`config.mk`:
```
export PLATFORM = sky130hd
export DESIGN_NAME = imm_operand_encoder_flat
export DESIGN_NICKNAME = d
export VERILOG_FILES = /design/src/rtl/imm_operand_encoder_if.sv /design/src/rtl/imm_operand_encoder.sv /design/src/flat_wrapper.sv
export SDC_FILE = /design/constraint.sdc
export NUM_CORES = 1
export LEC_CHECK = 0
export ABC_AREA = 1
export BUFFER_PORTS_ARGS = -buffer_cell sky130_fd_sc_hd__buf_2
export CAP_MARGIN = 25
export CORE_AREA = 2 2 98 100
export CTS_CLUSTER_DIAMETER = 30
export DETAILED_ROUTE_END_ITERATION = 10
export DIE_AREA = 0 0 100 102
export SLEW_MARGIN = 20
export SYNTH_ARGS = -nofsm -noshare
export SYNTH_HDL_FRONTEND = slang
export SYNTH_SLANG_ARGS = --single-unit
```
`constraint.sdc`:
```
create_clock -name clk -period 3.1 [get_ports clk]
set_input_delay 0.465 -clock clk [delete_from_list [all_inputs] [get_ports clk]]
set_output_delay 0.465 -clock clk [all_outputs]
set_load 0.02 [all_outputs]
```
`src/rtl/imm_operand_encoder_if.sv`:
```
// Start/result handshake between a requester and the immediate operand encoder.
interface imm_operand_encoder_if;
    logic        start;
    logic [31:0] value;
    logic        busy;
    logic        done;
    logic        valid;
    logic [11:0] shifter_operand;
    logic        inverted;

    modport master (
        output start, value,
        input  busy, done, valid, shifter_operand, inverted
    );

    modport slave (
        input  start, value,
        output busy, done, valid, shifter_operand, inverted
    );
endinterface

```
`src/rtl/imm_operand_encoder.sv`:
```
// Immediate operand encoder: searches for {rotate_imm, imm8} such that
// ROR(imm8, 2*rotate_imm) reproduces a 32-bit constant, one rotation per clock.
// Optional build macro IMM_INVERT_EN adds a second search over ~value
// (MOV/MVN swap) reported through the inverted output.
//
// state  | meaning
// -------+-------------------------------------------------------------
// IDLE   | waiting for start; result outputs hold the last result
// SEARCH | evaluating rotation rot_cnt of val_q (direct or inverted)
// DONE   | done pulse, result valid; returns to IDLE next cycle
module imm_operand_encoder #(
    parameter int ROT_STEPS = 16
) (
    input  logic clk,
    input  logic rst,
    imm_operand_encoder_if.slave bus
);

    typedef enum logic [1:0] {IDLE, SEARCH, DONE} state_t;

    localparam logic [3:0] ROT_LAST = 4'(ROT_STEPS - 1);

    state_t      state;
    logic [31:0] val_q;
    logic [3:0]  rot_cnt;
    logic        busy_q;
    logic        done_q;
    logic        valid_q;
    logic [11:0] op_q;

    logic [4:0]  shamt;
    logic [31:0] cand;
    logic        hit;
    logic        last_rot;

`ifdef IMM_INVERT_EN
    logic        phase;
    logic        inv_q;
`endif

    // Left-rotate the latched value by 2*rot_cnt; a hit needs the top 24 bits clear.
    always_comb begin
        shamt    = {rot_cnt, 1'b0};
        cand     = (val_q << shamt) | (val_q >> (6'd32 - {1'b0, shamt}));
        hit      = (cand[31:8] == 24'd0);
        last_rot = (rot_cnt == ROT_LAST);
    end

    // Search sequencer with registered handshake and result outputs.
    always_ff @(posedge clk) begin
        if (rst) begin
            state   <= IDLE;
            val_q   <= '0;
            rot_cnt <= '0;
            busy_q  <= 1'b0;
            done_q  <= 1'b0;
            valid_q <= 1'b0;
            op_q    <= '0;
`ifdef IMM_INVERT_EN
            phase   <= 1'b0;
            inv_q   <= 1'b0;
`endif
        end else begin
            done_q <= 1'b0;
            case (state)
                IDLE: begin
                    if (bus.start) begin
                        val_q   <= bus.value;
                        rot_cnt <= '0;
                        busy_q  <= 1'b1;
`ifdef IMM_INVERT_EN
                        phase   <= 1'b0;
`endif
                        state   <= SEARCH;
                    end
                end
                SEARCH: begin
                    if (hit) begin
                        op_q    <= {rot_cnt, cand[7:0]};
                        valid_q <= 1'b1;
                        done_q  <= 1'b1;
`ifdef IMM_INVERT_EN
                        inv_q   <= phase;
`endif
                        state   <= DONE;
                    end else if (!last_rot) begin
                        rot_cnt <= rot_cnt + 4'd1;
                    end else begin
`ifdef IMM_INVERT_EN
                        if (!phase) begin
                            // Direct value not encodable: retry with its complement.
                            phase   <= 1'b1;
                            val_q   <= ~val_q;
                            rot_cnt <= '0;
                        end else begin
                            op_q    <= '0;
                            valid_q <= 1'b0;
                            inv_q   <= 1'b0;
                            done_q  <= 1'b1;
                            state   <= DONE;
                        end
`else
                        op_q    <= '0;
                        valid_q <= 1'b0;
                        done_q  <= 1'b1;
                        state   <= DONE;
`endif
                    end
                end
                DONE: begin
                    busy_q <= 1'b0;
                    state  <= IDLE;
                end
                default: begin
                    busy_q <= 1'b0;
                    state  <= IDLE;
                end
            endcase
        end
    end

    assign bus.busy            = busy_q;
    assign bus.done            = done_q;
    assign bus.valid           = valid_q;
    assign bus.shifter_operand = op_q;
`ifdef IMM_INVERT_EN
    assign bus.inverted        = inv_q;
`else
    assign bus.inverted        = 1'b0;
`endif

endmodule
```
`src/flat_wrapper.sv`:
```
// flat-port wrapper written by rule: the top's interface ports become plain ports
module imm_operand_encoder_flat 
#(
    parameter int ROT_STEPS = 16
)
  (clk, rst, bus_start, bus_value, bus_busy, bus_done, bus_valid, bus_shifter_operand, bus_inverted);
  imm_operand_encoder_if bus_i ();
  input  logic clk;
  input  logic rst;
  input wire logic [$bits(bus_i.start)-1:0] bus_start;
  input wire logic [$bits(bus_i.value)-1:0] bus_value;
  output wire logic [$bits(bus_i.busy)-1:0] bus_busy;
  output wire logic [$bits(bus_i.done)-1:0] bus_done;
  output wire logic [$bits(bus_i.valid)-1:0] bus_valid;
  output wire logic [$bits(bus_i.shifter_operand)-1:0] bus_shifter_operand;
  output wire logic [$bits(bus_i.inverted)-1:0] bus_inverted;
  assign bus_i.start = bus_start;
  assign bus_i.value = bus_value;
  assign bus_busy = bus_i.busy;
  assign bus_done = bus_i.done;
  assign bus_valid = bus_i.valid;
  assign bus_shifter_operand = bus_i.shifter_operand;
  assign bus_inverted = bus_i.inverted;
  imm_operand_encoder #(.ROT_STEPS(ROT_STEPS)) u_core (.clk(clk), .rst(rst), .bus(bus_i));
endmodule
```
Word-level counts from Yosys, hierarchy flattened
Cells that the tools add are included.
Widths: inputs -> output; s select.
{ "word_totals": {"reg_bits": 53, "latch_bits": 0, "mem_bits_rw": 0, "mem_bits_ro": 0, "in_bits": 35, "n_memories": 0} }
{ "classes": {"n_addsub": 2, "multipliers": 0, "div": 0, "n_lt_le_gt_ge": 0, "eq_ne": 6, "shifts": 2, "muxes": 16, "n_bitwise": 2, "n_reduce_logical": 10} }
{ "ops": {"columns": ["operator", "n"], "rows": [
  ["$or 32x32->32", 1],
  ["$shl 32x5->32", 1],
  ["$shr 32x6->32", 1],
  ["$logic_not 24->1", 1],
  ["$mux 12", 2],
  ["$mux 4", 3],
  ["$pmux 4 s2", 1],
  ["$reduce_and 2->1", 4],
  ["$mux 2", 3],
  ["$ne 2x2->1 const B", 3],
  ["$sub 6x5->6 const A", 1],
  ["$mux 1", 5],
  ["$add 4x1->4 const B", 1],
  ["$eq 4x4->1 const B", 1],
  ["$pmux 2 s2", 1],
  ["$reduce_and 4->1", 1],
  ["$reduce_bool 2->1", 2],
  ["$ne 3x1->1 const B", 1],
  ["$eq 2x1->1 const B", 1],
  ["$logic_not 2->1", 1],
  ["$pmux 1 s2", 1],
  ["$reduce_or 2->1", 1],
  ["$not 1->1", 1]
]} }

Logic depth before layout (Yosys ltp)
{ "logic_depth": {"depth_word": 6, "ltp_mapped": 23, "ltp_nobuf": 20} }

Worst setup path after synthesis
Ideal clock, no wire load.
{ "synth_timing": {"path_kind": "register to register", "startpoint": "register u_core.rot_cnt[0]", "endpoint": "register u_core.op_q[9] (netlist: u_core.bus.shifter_operand[9])", "setup_time_ns": 0.070, "arrival_time_ns": 2.673, "required_time_ns": 3.030, "path_slack_ns": 0.357, "stages_incl_launch_ff": 23, "path_buffers": 5, "synth_period_minus_slack_ns": 2.743, "path_cell_list": "dfxtp_1 buf_4 inv_2 buf_6 buf_6 ha_1 inv_1 clkbuf_1 nand3_1 nand2_1 nand2_1 nand2_1 nand2_1 nor2_1 nand2_1 nand2_1 nand2_1 nor2_1 nand3_2 inv_2 buf_6 nand2_1 a21oi_1"} }
{ "synth_via": {"elab_chain_cells": 6, "word_cells_on_any_way": 9, "classes_between": "1 x add/sub; 1 x eq/ne; 2 x shift; 1 x mux; 1 x bitwise; 3 x reduce/logical"} }
{ "synth_rtl": {"columns": ["item", "line_no", "text"], "rows": [
  ["start: declaration", "imm_operand_encoder.sv:25", "logic [3:0] rot_cnt;"],
  ["start signal: assignment", "imm_operand_encoder.sv:87", "rot_cnt <= rot_cnt + 4'd1;"],
  ["$sub 6x5->6", "imm_operand_encoder.sv:44", "cand = (val_q << shamt) | (val_q >> (6'd32 - {1'b0, shamt}));"],
  ["$shr 32x6->32", "imm_operand_encoder.sv:44", null],
  ["$or 32x32->32", "imm_operand_encoder.sv:44", null],
  ["$logic_not 24->1", "imm_operand_encoder.sv:45", "hit = (cand[31:8] == 24'd0);"],
  ["$reduce_bool 2->1 (no source line)", null, null],
  ["$reduce_and 2->1 (no source line)", null, null],
  ["end signal: assignment", "imm_operand_encoder.sv:79", "op_q <= {rot_cnt, cand[7:0]};"],
  ["end: declaration", "imm_operand_encoder.sv:29", "logic [11:0] op_q;"]
]} }
Several ways; a longest one is shown, not always the timed one.
A chain may end at the register's enable or synchronous reset.

Worst setup path after layout
{ "layout_timing": {"startpoint": "register u_core.rot_cnt[0]", "endpoint": "register u_core.op_q[3] (netlist: u_core.bus.shifter_operand[3])"} }
The elaborated chain is that of the path after synthesis.

==> reports/qor.csv <==
stage,metric,value,unit
floorplan,Core Box Area,9110,um2
yosys,mean post-synth cell area,5.60,um2
cells_and_area,Multi-input gate area,2620,um2
sta,Slew @ Worst Pin,0.538,ns
floorplan,Core Rows,35,
critical_path,crit-path max FO,21,
critical_path,CP required,3.31,ns
routing,routed len/inst,15.3,um
global_routing,pin count of the biggest net entering global routing,39,
critical_path,critical path class,flop to flop,
placed_design,GP Congestion,0.997,
floorplan,initial core utilization,43.7,%
yosys,Yosys warning count,0,
sta,Max Slew Vio Count,0,
cells_and_area,FILL cells,1025,
sta,worst rel slew slack,64.0,%
placed_design,hpwl dp,9.66,mm
cts,H-tree depth,2,
yosys,top cell type's share of synthesized area,26.7,%
sta,total negative slack,0,ns
sta,Fmax achieved,373,MHz
min_path,Hold Path Class,input port to flop,
flow_run,Max Cap Viol,0,
pwr,static leakage,2.18,nW
yosys,number of distinct library cells after synthesis,32,
min_path,Hold Path End,u_core.val_q[8]$_SDFFE_PP0P_,
routing,initial drt markers,304,
critical_path,Reg-to-Reg End,u_core.bus.shifter_operand[3]$_SDFFE_PP0P_,
sta,worst setup margin,0.418,ns
routing,TritonRoute pass-1 iters,5,
sta,period utilization,86.5,%
global_routing,gr ovfl total,0,
yosys,synth top area cells,"dfxtp_1, nand2_1, nand3_1, nor2_1, o21ai_0",
min_path,hold path cells,3,
global_routing,initial antenna violation count,0,
yosys,synthesized flop and latch total,53,
pwr,VDD IR max,0.198,mV
sta,"Hold Vio Cnt, Final",0,
cts,"CTS clk-pin slew, worst paths",0.11,ns
routing,Via Count,4727,
critical_path,"Data arrival, critical path",2.89,ns
critical_path,worst reg2reg path startpoint,u_core.rot_cnt[0]$_SDFFE_PP0P_,
yosys,number of flops mapped to enable cells by yosys,0,
routing,Final ANT Viol Nets,0,
cells_and_area,Sequential Area,1060,um2
yosys,ys flop type,dfxtp_1,
cells_and_area,Antenna Cells,0,
floorplan,height of the die,102,um
yosys,area of the mapped netlist,3980,um2
cells_and_area,Final #Nets,774,
yosys,sequential area share after synthesis,26.7,%
cts,clock sink count,53,
yosys,Mapped Nets,747,
floorplan,DIE AREA,10200,um2
cells_and_area,layout cells sized above 1,11.5,%
floorplan,Ports,51,
placed_design,Port Buffers,49,
global_routing,number of global-route vias before repair,4297,
critical_path,element type at the critical path end,flop,
global_routing,Global Route Usage Sum,26.4,%
yosys,ys async rst share,0,%
yosys,post-synthesis cell count,710,
min_path,hold_sp,bus_value[8],
critical_path,FF-to-FF path depth,18,
cts,# Post-CTS Setup Buffers,0,
yosys,cell taking the most area after synthesis,dfxtp_1,
pwr,Overall Power,0.00218,W
floorplan,Die Wd,100,um
sta,final setup vio count,0,
placed_design,dpl ws,0.376,ns
cts,cts hold-fix bufs,0,
pwr,PwrDens,499,nW/um2
cts,Skew-Pair Late Insertion Delay,0.32,ns
run_status,outcome,completed,
cts,post-CTS sizing,0,
cells_and_area,Layout area overhead,9.94,%
routing,final WL,13.0,mm
cts,Clock Tree Buf Depth,2,
yosys,Post-synth top cells,"nand2_1, nor2_1, nand3_1",
cts,Root Driver,clkbuf_8,
sta,RSZ-0062 raised after global routing,false,
critical_path,R2R setup slack,0.42,ns
cts,CTS tree,yes,
yosys,most frequent cell after synthesis,nand2_1,
sta,final setup skew,0.0105,ns
routing,# DRC,0,
sta,min cycle time layout,2.68,ns
global_routing,first-pass GRT wire length,21.9,mm
routing,Via density,5.57,
cts,CTS Buf Count,5,
critical_path,Critical Path Start Type,flop,
## layout by cell type, fill, tap and decap left out, types with 2 or more instances in the layout
cell type and instances:
ha_1 2, buf_4 13, nand2_1 238, nor2_1 114, and2_1 4, o31ai_1 5
nand3_1 112, clkbuf_8 5, o21ai_1 4, clkinvlp_4 3, o221ai_1 5, inv_1 16
buf_2 49, a21oi_1 39, nand2_2 2, o21ai_0 46, nand4_1 5, dfxtp_1 53
inv_2 5, o211ai_1 3, or2_2 3
## sequential cells by signal, indices dropped and copies added, names as in the netlist
register                    flops
u_core.val_q                   32
u_core.bus.shifter_operand     12
u_core.rot_cnt                  4
u_core.state                    2
u_core.bus.busy                 1
u_core.bus.done                 1
u_core.bus.valid                1
## per-stage QoR
stage / area (um2) / cells / util, % / hold WS (ns)
after floorplan: 3980 / 710 / - / 0.424
after global placement: 4250 / 840 / 46.6 / 0.463
after detailed placement: 4250 / 840 / 46.6 / 0.466
after CTS: 4340 / 848 / 47.7 / 0.358
after global routing: 4370 / 849 / 48.0 / 0.359
final: 4370 / 849 / 48.0 / 0.361
## power by group
part / internal (W) / switching (W) / total (W) / leakage [nW]
combinational: 0.000321 / 0.000663 / 0.000984 / 1.70
clock: 0.000165 / 0.000265 / 0.000430 / 0.0423
sequential: 0.000724 / 0.0000420 / 0.000766 / 0.436
total: 0.00121 / 0.000970 / 0.00218 / 2.18
## layout make-up
class,instances,share of cell area (%)
inverter,23,2.06
sequential,53,24.3
tap,111,3.18
timing repair buffer,63,8.47
clock inverter,3,0.601
clock buffer,5,1.57
multi-input combinational,591,59.8
## critical path, cell delays in order (launching register included)
cell and delay [ns]:
dfxtp_1 0.37, inv_2 0.04, ha_1 0.33, clkinvlp_4 0.19, buf_4 0.27, nand3_1 0.12, nand2_1 0.10, nand2_1 0.05
nand2_1 0.09, nand2_1 0.06, nor2_1 0.08, nand2_1 0.06, nand2_1 0.05, nand2_1 0.04, nor2_1 0.16, nand3_2 0.15
buf_4 0.22, nand3_1 0.10, a21oi_1 0.07
## layer usage
metal	share of wire [%]	up-vias	global-route usage [%]
met5	0	-	0
met4	2.3	0	7.48
met3	6.6	22	4.04
met2	43	178	41.2
met1	48	2144	37.9
li1	-	2383	-
## how the worst max path moves through the flow
| stage | from | to | slack [ns] |
|---|---|---|---|
| after detailed placement | u_core.rot_cnt[0]$_SDFFE_PP0P_ | u_core.bus.shifter_operand[3]$_SDFFE_PP0P_ | 0.38 |
| after floorplan | u_core.rot_cnt[0]$_SDFFE_PP0P_ | u_core.bus.shifter_operand[9]$_SDFFE_PP0P_ | 0.36 |
| after global placement | u_core.rot_cnt[0]$_SDFFE_PP0P_ | u_core.rot_cnt[0]$_SDFFE_PP0P_ | 0.49 |
| final | u_core.rot_cnt[0]$_SDFFE_PP0P_ | u_core.bus.shifter_operand[3]$_SDFFE_PP0P_ | 0.42 |
| after global routing | u_core.rot_cnt[0]$_SDFFE_PP0P_ | u_core.bus.shifter_operand[4]$_SDFFE_PP0P_ | 0.04 |
| after CTS | u_core.rot_cnt[0]$_SDFFE_PP0P_ | u_core.bus.shifter_operand[3]$_SDFFE_PP0P_ | 0.34 |
## cells by family after synthesis
group / count (synthesis) / share of synthesized area (%)
other cells: 1 / 0.0943
flops: 53 / 26.7
simple gates: 481 / 50.1
buf+inv: 66 / 7.52
xor+xnor: 2 / 0.629
fa+ha+maj: 2 / 0.629
compound gates: 105 / 14.4
Power figures use the tool's default switching activity.
